<file path="src/rtl/hamming_corrector_pipeline_if.sv">
// Handshake bundle between the Hamming decoder and its neighbours:
// codeword input stream and corrected-data output stream.
interface hamming_corrector_pipeline_if #(
    parameter int DATA_WIDTH = 8
);
    function automatic int calc_parity_width(input int dw);
        int r;
        r = 0;
        for (int p = 1; p < 32; p++) begin
            if (r == 0 && (1 << p) >= dw + p + 1) r = p;
        end
        return r;
    endfunction

    localparam int PARITY_WIDTH = calc_parity_width(DATA_WIDTH);
    localparam int BLOCK_WIDTH  = DATA_WIDTH + PARITY_WIDTH;

    logic [BLOCK_WIDTH-1:0]  in_block;
    logic                    in_valid;
    logic                    in_ready;
    logic [DATA_WIDTH-1:0]   out_data;
    logic [PARITY_WIDTH-1:0] out_syndrome;
    logic                    out_corrected;
    logic                    out_uncorrectable;
    logic                    out_valid;
    logic                    out_ready;

    // Decoder side.
    modport slave (
        input  in_block, in_valid, out_ready,
        output in_ready, out_data, out_syndrome, out_corrected,
               out_uncorrectable, out_valid
    );

    // Upstream producer / downstream consumer side.
    modport master (
        output in_block, in_valid, out_ready,
        input  in_ready, out_data, out_syndrome, out_corrected,
               out_uncorrectable, out_valid
    );
endinterface

</file>
<file path="src/rtl/hamming_corrector_pipeline.sv">
// Two-stage single-error-correcting Hamming decoder with valid/ready flow
// control and saturating corrected/uncorrectable beat counters.
// Stage 1 registers the codeword with its syndrome; stage 2 registers the
// corrected data and status flags.
module hamming_corrector_pipeline #(
    parameter int DATA_WIDTH    = 8,
    parameter int COUNTER_WIDTH = 16
) (
    input  logic                     clock,
    input  logic                     resetn,
    hamming_corrector_pipeline_if.slave bus,
    input  logic                     count_clear,
    output logic [COUNTER_WIDTH-1:0] corrected_count,
    output logic [COUNTER_WIDTH-1:0] uncorrectable_count
);
    function automatic int calc_parity_width(input int dw);
        int r;
        r = 0;
        for (int p = 1; p < 32; p++) begin
            if (r == 0 && (1 << p) >= dw + p + 1) r = p;
        end
        return r;
    endfunction

    localparam int PARITY_WIDTH = calc_parity_width(DATA_WIDTH);
    localparam int BLOCK_WIDTH  = DATA_WIDTH + PARITY_WIDTH;

    // Syndrome bit i covers every 1-based position with bit i set.
    function automatic logic [PARITY_WIDTH-1:0] calc_syndrome(input logic [BLOCK_WIDTH-1:0] blk);
        logic [PARITY_WIDTH-1:0] s;
        s = '0;
        for (int j = 0; j < BLOCK_WIDTH; j++) begin
            for (int i = 0; i < PARITY_WIDTH; i++) begin
                if (((j + 1) >> i) % 2 == 1) s[i] = s[i] ^ blk[j];
            end
        end
        return s;
    endfunction

    // Data bits occupy the non-power-of-two positions in ascending order.
    function automatic logic [DATA_WIDTH-1:0] extract_data(input logic [BLOCK_WIDTH-1:0] blk);
        logic [DATA_WIDTH-1:0] d;
        int k;
        d = '0;
        k = 0;
        for (int pos = 1; pos <= BLOCK_WIDTH; pos++) begin
            if ((pos & (pos - 1)) != 0) begin
                d[k] = blk[pos-1];
                k++;
            end
        end
        return d;
    endfunction

    logic                     r_s1_valid;
    logic [BLOCK_WIDTH-1:0]   r_s1_block;
    logic [PARITY_WIDTH-1:0]  r_s1_syndrome;

    logic                     r_s2_valid;
    logic [DATA_WIDTH-1:0]    r_out_data;
    logic [PARITY_WIDTH-1:0]  r_out_syndrome;
    logic                     r_out_corrected;
    logic                     r_out_uncorrectable;

    logic [COUNTER_WIDTH-1:0] r_corr_cnt;
    logic [COUNTER_WIDTH-1:0] r_uncorr_cnt;

    logic                     w_s2_en;
    logic                     w_in_ready;
    logic                     w_in_fire;
    logic                     w_out_fire;
    logic                     w_in_range;
    logic                     w_out_of_range;
    logic [BLOCK_WIDTH-1:0]   w_fixed_block;

    // Stage 2 can take a beat when empty or draining; stage 1 likewise
    // frees up when stage 2 advances, so bubbles collapse.
    assign w_s2_en    = !r_s2_valid || bus.out_ready;
    assign w_in_ready = !r_s1_valid || w_s2_en;
    assign w_in_fire  = bus.in_valid && w_in_ready;
    assign w_out_fire = r_s2_valid && bus.out_ready;

    // Flip the bit addressed by an in-range syndrome; out-of-range leaves the block untouched.
    always_comb begin
        w_fixed_block  = r_s1_block;
        w_in_range     = (r_s1_syndrome != '0) && (int'(r_s1_syndrome) <= BLOCK_WIDTH);
        w_out_of_range = int'(r_s1_syndrome) > BLOCK_WIDTH;
        for (int j = 0; j < BLOCK_WIDTH; j++) begin
            if (w_in_range && int'(r_s1_syndrome) == j + 1) w_fixed_block[j] = ~r_s1_block[j];
        end
    end

    // Stage 1: capture the codeword and its syndrome on input handshake.
    always_ff @(posedge clock or negedge resetn) begin
        if (!resetn) begin
            r_s1_valid    <= 1'b0;
            r_s1_block    <= '0;
            r_s1_syndrome <= '0;
        end else if (w_in_ready) begin
            r_s1_valid <= bus.in_valid;
            if (bus.in_valid) begin
                r_s1_block    <= bus.in_block;
                r_s1_syndrome <= calc_syndrome(bus.in_block);
            end
        end
    end

    // Stage 2: register corrected data and status; hold while stalled.
    always_ff @(posedge clock or negedge resetn) begin
        if (!resetn) begin
            r_s2_valid          <= 1'b0;
            r_out_data          <= '0;
            r_out_syndrome      <= '0;
            r_out_corrected     <= 1'b0;
            r_out_uncorrectable <= 1'b0;
        end else if (w_s2_en) begin
            r_s2_valid <= r_s1_valid;
            if (r_s1_valid) begin
                r_out_data          <= extract_data(w_fixed_block);
                r_out_syndrome      <= r_s1_syndrome;
                r_out_corrected     <= w_in_range;
                r_out_uncorrectable <= w_out_of_range;
            end
        end
    end

    // Saturating telemetry counters, bumped on output handshake; clear wins.
    always_ff @(posedge clock or negedge resetn) begin
        if (!resetn) begin
            r_corr_cnt   <= '0;
            r_uncorr_cnt <= '0;
        end else if (count_clear) begin
            r_corr_cnt   <= '0;
            r_uncorr_cnt <= '0;
        end else if (w_out_fire) begin
            if (r_out_corrected && r_corr_cnt != '1)       r_corr_cnt   <= r_corr_cnt + 1'b1;
            if (r_out_uncorrectable && r_uncorr_cnt != '1) r_uncorr_cnt <= r_uncorr_cnt + 1'b1;
        end
    end

    assign bus.in_ready          = w_in_ready;
    assign bus.out_valid         = r_s2_valid;
    assign bus.out_data          = r_out_data;
    assign bus.out_syndrome      = r_out_syndrome;
    assign bus.out_corrected     = r_out_corrected;
    assign bus.out_uncorrectable = r_out_uncorrectable;
    assign corrected_count       = r_corr_cnt;
    assign uncorrectable_count   = r_uncorr_cnt;

    logic w_unused;
    assign w_unused = w_in_fire;
endmodule

</file>
<file path="src/flat_wrapper.sv">
// flat-port wrapper written by rule: the top's interface ports become plain ports
module hamming_corrector_pipeline_flat 
#(
    parameter int DATA_WIDTH    = 8,
    parameter int COUNTER_WIDTH = 16
)
  (clock, resetn, count_clear, corrected_count, uncorrectable_count, bus_in_block, bus_in_valid, bus_out_ready, bus_in_ready, bus_out_data, bus_out_syndrome, bus_out_corrected, bus_out_uncorrectable, bus_out_valid);
  hamming_corrector_pipeline_if #(.DATA_WIDTH(DATA_WIDTH)) bus_i ();
  input  logic clock;
  input  logic resetn;
  input  logic count_clear;
  output logic [COUNTER_WIDTH-1:0] corrected_count;
  output logic [COUNTER_WIDTH-1:0] uncorrectable_count;
  input wire logic [$bits(bus_i.in_block)-1:0] bus_in_block;
  input wire logic [$bits(bus_i.in_valid)-1:0] bus_in_valid;
  input wire logic [$bits(bus_i.out_ready)-1:0] bus_out_ready;
  output wire logic [$bits(bus_i.in_ready)-1:0] bus_in_ready;
  output wire logic [$bits(bus_i.out_data)-1:0] bus_out_data;
  output wire logic [$bits(bus_i.out_syndrome)-1:0] bus_out_syndrome;
  output wire logic [$bits(bus_i.out_corrected)-1:0] bus_out_corrected;
  output wire logic [$bits(bus_i.out_uncorrectable)-1:0] bus_out_uncorrectable;
  output wire logic [$bits(bus_i.out_valid)-1:0] bus_out_valid;
  assign bus_i.in_block = bus_in_block;
  assign bus_i.in_valid = bus_in_valid;
  assign bus_i.out_ready = bus_out_ready;
  assign bus_in_ready = bus_i.in_ready;
  assign bus_out_data = bus_i.out_data;
  assign bus_out_syndrome = bus_i.out_syndrome;
  assign bus_out_corrected = bus_i.out_corrected;
  assign bus_out_uncorrectable = bus_i.out_uncorrectable;
  assign bus_out_valid = bus_i.out_valid;
  hamming_corrector_pipeline #(.DATA_WIDTH(DATA_WIDTH), .COUNTER_WIDTH(COUNTER_WIDTH)) u_core (.clock(clock), .resetn(resetn), .bus(bus_i), .count_clear(count_clear), .corrected_count(corrected_count), .uncorrectable_count(uncorrectable_count));
endmodule
</file>
<file path="config.mk">
export PLATFORM = sky130hd
export DESIGN_NAME = hamming_corrector_pipeline_flat
export DESIGN_NICKNAME = d
export VERILOG_FILES = /design/src/rtl/hamming_corrector_pipeline_if.sv /design/src/rtl/hamming_corrector_pipeline.sv /design/src/flat_wrapper.sv
export SDC_FILE = /design/constraint.sdc
export NUM_CORES = 1
export LEC_CHECK = 0
export ABC_AREA = 1
export CAP_MARGIN = 20
export CORE_MARGIN = 2
export CORE_UTILIZATION = 50
export CTS_BUF_LIST = sky130_fd_sc_hd__clkbuf_4
export CTS_CLUSTER_SIZE = 28
export DETAILED_ROUTE_END_ITERATION = 6
export GPL_TIMING_DRIVEN = 0
export PLACE_DENSITY_LB_ADDON = 0.3
export SLEW_MARGIN = 20
export SYNTH_ARGS = -nofsm -noshare
export SYNTH_HDL_FRONTEND = slang
export SYNTH_SLANG_ARGS = --single-unit
</file>
<file path="constraint.sdc">
create_clock -name clock -period 2.1 [get_ports clock]
set_input_delay 0.315 -clock clock [delete_from_list [all_inputs] [get_ports clock]]
set_output_delay 0.315 -clock clock [all_outputs]
set_load 0.005 [all_outputs]
</file>
Word level (Yosys, flattened, before mapping)
Cells that the tools add are included.
- register bits after elaboration: 64
- latch bits: 0
- memory bits (writable): 0
- memory bits (read-only): 0
- bits of input ports: 17
- memories: 0
- add/sub/neg operators: 8
- multiply operators: 0
- div/mod/pow operators: 0
- magnitude comparators: 16
- equal/unequal tests: 10
- shift-type cells: 0
- multiplexer cells: 99
- bitwise operators: 26
- reduce and logical (&&, ||, !) cells: 31
- operators by type and width (kind ; number):
    2-to-1 mux 32 bit ; 14
    >= comparator 32 x 1 -> 1 bit (second input constant) ; 7
    < comparator 32 x 5 -> 1 bit (second input constant) ; 7
    adder 32 x 2 -> 32 bit (second input constant) ; 6
    2-to-1 mux 16 bit ; 6
    2-to-1 mux 8 bit ; 12
    bitwise mux 8 bit ; 7
    2-to-1 mux 1 bit ; 53
    adder 16 x 1 -> 16 bit (second input constant) ; 2
    inequality test 16 bit (second input constant) ; 2
    == test 4 bit (second input constant) ; 6
    demux 1 bit (select 3 bit) ; 7
    logical AND 1 bit ; 19
    XOR 1 bit ; 18
    == test 4 x 3 -> 1 bit (second input constant) ; 2
    NOT 1 bit ; 8
    AND reduction 2 bit ; 4
    nonzero test 2 bit ; 3
    > comparator 4 bit (second input constant) ; 1
    <= comparator 4 bit (second input constant) ; 1
    nonzero test 4 bit ; 1
    zero test 1 bit ; 2
    logical OR 1 bit ; 2

Longest topological paths before layout
Gate-level depths: netlist (run 1).
- depth in word-level cells: 26
- gate-level depth with buffers: 11
- depth with buffers taken out: 10

Worst setup path before layout (run 1)
OpenSTA, ideal clock, no wires.
- kind: reg2reg
- start: reg u_core.r_uncorr_cnt[0] (netlist: u_core.uncorrectable_count[0])
- end: reg u_core.r_uncorr_cnt[11] (netlist: u_core.uncorrectable_count[11])
- setup time: 0.118 ns
- arrival time: 1.496 ns
- slack: 0.486 ns
- cell stages (with the launch flop): 12
- buffers on the path: 1
- clock period less this slack: 1.614 ns
- cell sequence: dfrtp_1 -> ha_1 -> inv_1 -> nor2_4 -> nand2_2 -> nor2_2 -> nand2_1 -> nand2_4 -> inv_2 -> buf_6 -> nand3b_1 -> nand2_1
- word-level cells in the longest chain between the ends: 4
- elaborated cells on any way between the ends: 8
- those cells by class: add/sub: 1; eq/ne: 1; mux: 3; reduce/logical: 3
- ends and longest elaborated chain (element ; line ; RTL):
    from (decl) ; hamming_corrector_pipeline.sv:66 ; logic [COUNTER_WIDTH-1:0] r_uncorr_cnt;
    from (signal assigned) ; hamming_corrector_pipeline.sv:137 ; if (r_out_uncorrectable && r_uncorr_cnt != '1) r_uncorr_cnt <= r_uncorr_cnt + 1'b1;
    adder 16 x 1 -> 16 bit / inequality test 16 bit (equally long branches) ; hamming_corrector_pipeline.sv:137 ;
    2-to-1 mux 16 bit / logical AND 1 bit (equally long branches) ; hamming_corrector_pipeline.sv:137 ;
    2-to-1 mux 16 bit / nonzero test 2 bit (equally long branches) ; - ;
    2-to-1 mux 16 bit / AND reduction 2 bit (equally long branches) ; - ;
Parallel ways exist; a longest one is shown, timed or not. The select of a mux whose other input is x is not followed.
A chain may end at the register's enable or synchronous reset.

Final worst setup path (run 1)
- start: reg u_core.r_uncorr_cnt[0] (netlist: u_core.uncorrectable_count[0])
- end: reg u_core.r_uncorr_cnt[6] (netlist: u_core.uncorrectable_count[6])
Same word-level chain as after synthesis.

==> metrics.md, run 1 <==
| Metric | Value |
|---|---|
| Drt first pass iters | 4 |
| Slew HR | 0.6398 |
| Worst R2R End | u_core.uncorrectable_count[6] |
| Cells after synthesis | 462 |
| Root buf cell | clkbuf_4 |
| FMAX | 519.1 MHz |
| Synth unique cells | 31 |
| Final instance area | about 0.0044 mm² |
| Io pins | 65 |
| Sequential share of the synthesized area | 0.4298 |
| Register area | 0.001501 mm² |
| DR WL/cell | 13.02 µm |
| Post-CTS Setup Bufs | 0 |
| RSZ-0062 raised after global routing | false |
| Synthesized area | 0.003493 mm² |
| Post-route ant nets | 0 |
| Synth Flop Type | dfrtp_1 |
| Worst reg2reg path depth | 11 |
| Yosys warning count | 0 |
| Worst Hold Class | in2async |
| IO Port Bufs | 64 |
| Max H-tree Level | 3 |
| Total gr overflow | 0 |
| XOR/XNOR Fraction of Synth Area | 0.07772 |
| Remaining DRCs | 0 |
| Pin count of the biggest net entering global routing | 32 |
| DP HPWL | 6.340 mm |
| Num rows | 30 |
| #FFs+latches synth | 60 |
| Worst Clk Skew | roughly 17 ps |
| Post-Synth Adder-Cell Area | 0.007163 |
| Top post-synthesis cells by area | dfrtp_1 43%, nand2_1 18%, nand3_1 6.4% |
| Share of the synthesized area in the top cell type | 0.4298 |
| Fraction of layout instances using a drive strength above 1 | 0.07537 |
| Outcome | completed |
| Final setup viols | 0 |
| Global Route Usage Sum | 0.2309 |
| Initial antenna violation count | 0 |
| Worst Path Required | 2400 ps |
| Critical Path End Type | register |
| Post-synthesis compound-gate area fraction | 0.03474 |
| Post-synthesis average cell area | 7.561 µm² |
| P per Cell Area | roughly 650 mW/mm² |
| Initial Util | 0.5142 |
| Post_cts resized | 0 |
| Tightest Pin Transition | around 540 ps |
| MaxCap Viol Count | 0 |
| Final period utilization | 0.9174 |
| Kind of critical path | reg2reg |
| Minimum clock period | 1926 ps |
| Critical Path Start Type | register |
| Crit-path max FO | 10 |
| TritonCTS buffer count | 9 |
| Post-synth ARST share | 1.000 |
| Clock buffer depth | 2 |
| Clk sink count | 60 |
| DIE AREA | 0.007671 mm² |
| Clk pin slew, worst setup/hold paths | 100 ps |
| Fin util | 0.6459 |
| Synth-to-Final Area Change | 25.61% |
| Syn_nets | 481 |
| Ant diodes | 0 |
| R2r setup slk | 170 ps |
| Via count | ~3300 |
| Nets | 558 |
| Vias in the first global route | 3086 |
| Post-Synth Simple-Gate Area | 0.3972 |
| Drt initial violations | 214 |
| First-pass GRT wire length | 14.02 mm |
| Area of the multi-input gates | 0.001805 mm² |
| Largest area contributor in the netlist | dfrtp_1 |
| Arrival time worst endpoint | 2220 ps |
| Mux contribution to synthesized area | 0 |
| CTS tree | yes |
| Final hold vios | 0 |
| Die X | between 80 and 90 µm |
| Post-DP Area | 0.004272 mm² |
| Detail-routed via count per cell | 5.136 |
| Leakage Power | 1.984 nW |
| Routability Congestion | 0.9000 |
| Die height | approximately 88 µm |
| Max-slew violations | 0 |
| Reg2reg start | u_core.uncorrectable_count[0] |
| Post-synth EDFFs | 0 |
| Worst skew pair latency | 410 ps |
| Largest family of logic cells by synthesized area | simple AND/OR/NAND/NOR gates |
| Core area | 0.006794 mm² |
| Hold WS | 373.3 ps |
| Detailed Route WL | 8.334 mm |
| Fill count | 613 |
| VDD IR max | 0.3635 mV |
==> logic make-up (layout without fill, tap and decap cells) <==
kind of cell / count (synthesis) / in the layout
AOI/OAI and AO/OA: 21 / 21
DFF: 60 / 60
and+or+nand+nor: 305 / 305
xor gates and xnor gates: 31 / 31
buffers and inverters: 43 / 125
adders and majority gates: 2 / 2
==> layout make-up <==
type / count / share of cell area
multi-input combinational: 359 / 0.4115
sequential: 60 / 0.3422
timing repair buffer: 66 / 0.1523
tap: 96 / 0.02737
inverter: 31 / 0.02652
clock buffer: 10 / 0.01711
buffer: 12 / 0.01597
clock inverter: 6 / 0.007129
==> flip-flops by register name, indices dropped and copies added, names as in the netlist <==
register,count
u_core.r_s1_syndrome,4
u_core.bus.out_syndrome,4
u_core.corrected_count,16
u_core.bus.out_corrected,1
u_core.bus.out_data,8
u_core.uncorrectable_count,16
u_core.r_s1_block,8
u_core.bus.out_uncorrectable,1
u_core.bus.out_valid,1
u_core.r_s1_valid,1
==> synth_stat cells, types with 5 or more instances <==
cell type / number
clkbuf_1: 5
dfrtp_1: 60
inv_1: 28
nand2_1: 165
nand3_1: 45
nand3b_1: 12
nand4_1: 19
nor2_1: 39
nor3_1: 6
o21ai_0: 14
xnor2_1: 10
xor2_1: 21
==> repair_timing <==
action	in CTS	in global routing
setup endpoints to repair	0	0
hold buffers	1	0
endpoints found under the hold margin	29	0
==> worst max path at each step <==
stage | start | to | cells past startpoint
2_1_floorplan | u_core.uncorrectable_count[0] | u_core.uncorrectable_count[11] | 11
3_3_place_gp | resetn | u_core.r_s1_block[10] | 1
3_5_place_dp | bus_out_ready | u_core.r_s1_syndrome[2] | 7
4_1_cts | u_core.uncorrectable_count[0] | u_core.uncorrectable_count[6] | 11
5_1_grt | u_core.uncorrectable_count[0] | u_core.uncorrectable_count[11] | 11
6_report | u_core.uncorrectable_count[0] | u_core.uncorrectable_count[6] | 11
==> where the power goes <==
part / internal (W) / switching, W
registers: 0.00130 / 0.000127
clock network: 0.000245 / 0.000444
logic: 0.000369 / 0.000372
total: 0.00192 / 0.000943
==> metrics by stage <==
step	TNS [ps]	setup slack (ps)	instances	power, W
finish	0	173.5	640	0.002861
global route	0	28.48	640	0.003011
CTS	0	177.7	640	0.002879
detailed placement	0	194.4	623	0.002203
global placement	-71450	-1193	622	0.002171
floorplan	0	486.3	462	0.001784
==> routing by layer <==
metal	routed length (µm)	global-route usage
met1	3625	0.2891
met2	4214	0.4022
met3	326	0.03299
met4	168	0.09231
met5	0	0
==> cells in the final DEF, fill, tap and decap left out, drive strengths merged, types with 2 or more instances in the layout <==
cell type / instances
and2: 2
buf: 9
clkbuf: 15
clkdlybuf4s50: 63
clkinv: 6
dfrtp: 60
ha: 2
inv: 30
nand2: 170
nand3: 45
nand3b: 12
nand4: 19
nor2: 47
nor3: 6
o21ai: 14
o21bai: 4
or2: 4
xnor2: 10
xor2: 21
==> critical path: stages (launching register included) <==
cell	delay (ps)
dfrtp_1	510
ha_1	280
inv_1	100
nor2_4	140
nand2_2	90
nor2_2	120
nand2_1	100
nand2_4	110
inv_2	80
buf_6	140
nand3b_1	80
nand2_1	60
(Power assumes the default switching activity.)
==> run 2, diff against run 1 <==
Settings changed: CAP_MARGIN 20 to unset.
Clock period 2.1 ns to 1.8 ns, I/O delays scaled along.
==> metrics.md, run 2 (same netlist as run 1, synthesis figures left out) <==
| Metric | Value |
|---|---|
| Final period utilization | 0.9711 |
| Worst Clk Skew | 18.82 ps |
| DIE AREA | 0.007671 mm² |
| Core area | ~0.0068 mm² |
| Drt first pass iters | 4 |
| Critical Path Start Type | register |
| Global Route Usage Sum | 0.2323 |
| M1 WL | 3.665 mm |
| Minimum clock period | 1748 ps |
| Clock buffer depth | 2 |
| Detail-routed via count per cell | 5.105 |
| Initial antenna violation count | 0 |
| Remaining DRCs | 0 |
| Register area | 0.001508 mm² |
| DP HPWL | 6.340 mm |
| Fraction of layout instances using a drive strength above 1 | 0.09836 |
| Post-DP Area | roughly 0.0043 mm² |
| Final setup viols | 0 |
| Tightest Pin Transition | ~550 ps |
| Arrival time worst endpoint | 1480 ps |
| Most frequent cells in the layout | 165 x nand2_1, 63 x clkdlybuf4s50_1, 55 x dfrtp_1 |
| Initial Util | 0.5142 |
| Critical Path End Type | primary output |
| Area of the multi-input gates | roughly 0.0018 mm² |
| Top layer in use | met4 |
| Pin count of the biggest net entering global routing | 32 |
| Clk sink count | 60 |
| P per Cell Area | roughly 760 mW/mm² |
| Most common cell after layout, fill and taps aside | nand2_1 |
| R2r setup slk | ~110 ps |
| RSZ-0062 raised after global routing | false |
| Reg2reg start | u_core.uncorrectable_count[1] |
| CP peak stage delay | between 500 and 600 ps |
| Routability Congestion | 0.9000 |
| Slew HR | 0.6326 |
| Io pins | 65 |
| Crit-path max FO | 6 |
| Worst skew pair latency | approximately 400 ps |
| Met3 WL post-DR | about 330 µm |
| Nets | between 500 and 600 |
| Synth-to-Final Area Change | 27.94% |
| Drt initial violations | 152 |
| Crit path to | uncorrectable_count[0] |
| Die height | 87.59 µm |
| Die X | just under 90 µm |
| Post-route ant nets | 0 |
| Final std cells w/o fill | approximately 650 |
| Placed Cells | ~620 |
| Outcome | completed |
| MaxCap Viol Count | 0 |
| Num rows | 30 |
| CTS tree | yes |
| FMAX | 572.1 MHz |
| Met2 WL | 4.359 mm |
| Root buf cell | clkbuf_4 |
| Vias in the first global route | about 3100 |
| Final hold vios | 0 |
| Leakage Power | 1.999 nW |
| Detailed Route WL | between 8 and 9 mm |
| Ant diodes | 0 |
| CP Depth | 2 |
| CP delay by family, top | buffers and inverters |
| Worst R2R End | u_core.uncorrectable_count[6] |
| Buf/Inv on CP | 2 |
| CP startpoint | u_core.uncorrectable_count[0] |
| Fill count | roughly 600 |
| Critical path cell sequence | buf_4, clkdlybuf4s50_1 |
| Worst reg2reg path depth | 11 |
| Total gr overflow | 0 |
| Clk pin slew, worst setup/hold paths | 120 ps |
| First-pass GRT wire length | 14.07 mm |
| Setup_tns | 0 ps |
| IO Port Bufs | 64 |
| Max H-tree Level | 3 |
| Final instance area | 0.004469 mm² |
| Max-slew violations | 0 |
| Worst Hold Class | in2async |
| Worst Path Required | 1530 ps |
| Worst path slowest cell | clkdlybuf4s50_1 |
| Via count | between 3000 and 4000 |
| DR WL/cell | 13.23 µm |
| VDD IR max | a little over 0.4 mV |
| TritonCTS buffer count | 9 |
| Kind of critical path | reg2out |
## run 2: cell types whose count changed in the layout (fill, tap and decap cells not counted), sizes merged
cell  before  now
buf        9   14
## run 2: area by class of cell
cell class,instances,area share
multi-input combinational,359,0.4118
sequential,60,0.3373
timing repair buffer,71,0.1579
tap,96,0.02688
inverter,31,0.02604
clock buffer,10,0.01680
buffer,12,0.01624
clock inverter,6,0.006999
## run 2: where the power goes
group	internal, W	total [W]	leakage [nW]	switching, W
Combinational	0.000458	0.000909	1.15	0.000451
Clock	0.000285	0.000804	0.0634	0.000519
Sequential	0.00152	0.00167	0.782	0.000147
Total	0.00227	0.00338	2.00	0.00112
## run 2: how the worst min path moves through the flow
stage                            from                    endpoint  slack [ps]  cells past startpoint
2_1_floorplan                  resetn    u_core.bus.out_corrected         -30                      0
3_3_place_gp   u_core.bus.out_data[3]      u_core.bus.out_data[3]         470                      2
3_5_place_dp                   resetn  u_core.corrected_count[11]         220                      1
4_1_cts                        resetn        u_core.r_s1_block[2]         340                      2
5_1_grt                        resetn  u_core.corrected_count[10]         360                      2
6_report                       resetn   u_core.corrected_count[5]         320                      2
## run 2: per-layer routing
metal  GRT usage  up-vias
li1            -     1656
met1      0.2907     1533
met2      0.4036       87
met3     0.03299       17
met4     0.09510        0
met5           0        -
## run 2: worst register-to-register path: cells and delay by family (launching register included)
kind / cells / cell delay [ps]
adder cells (fa/ha/maj): 1 / 170
flip-flops: 1 / 430
buffers and inverters: 3 / 280
AND/OR/NAND/NOR: 7 / 690
## run 2: per-stage QoR
step	utilization	worst slack (ps)	hold slack (ps)	power (W)
6_report	0.6578	51.97	322.3	0.003385
3_5_place_dp	0.6287	-104.3	223.3	0.002571
5_1_grt	0.6578	0.7616	360.3	0.003564
4_1_cts	0.6512	10.31	342.7	0.003378
3_3_place_gp	0.6262	-1448	471.6	0.002533
2_1_floorplan	-	186.3	-25.59	0.002082
## run 2: timing repair
action	in CTS	in global routing
hold buffers	1	0
buffers inserted	2	3
hold endpoints to repair	29	0
endpoints found under the setup margin	24	29
resized for setup	5	7
pin swaps	1	0
==> run 3, diff against run 2 <==
Settings changed: CAP_MARGIN set to 20, CTS_CLUSTER_SIZE 28 to 24.
==> results of run 3 <==
The final DEF is identical to that of run 2; final timing and power are the same.
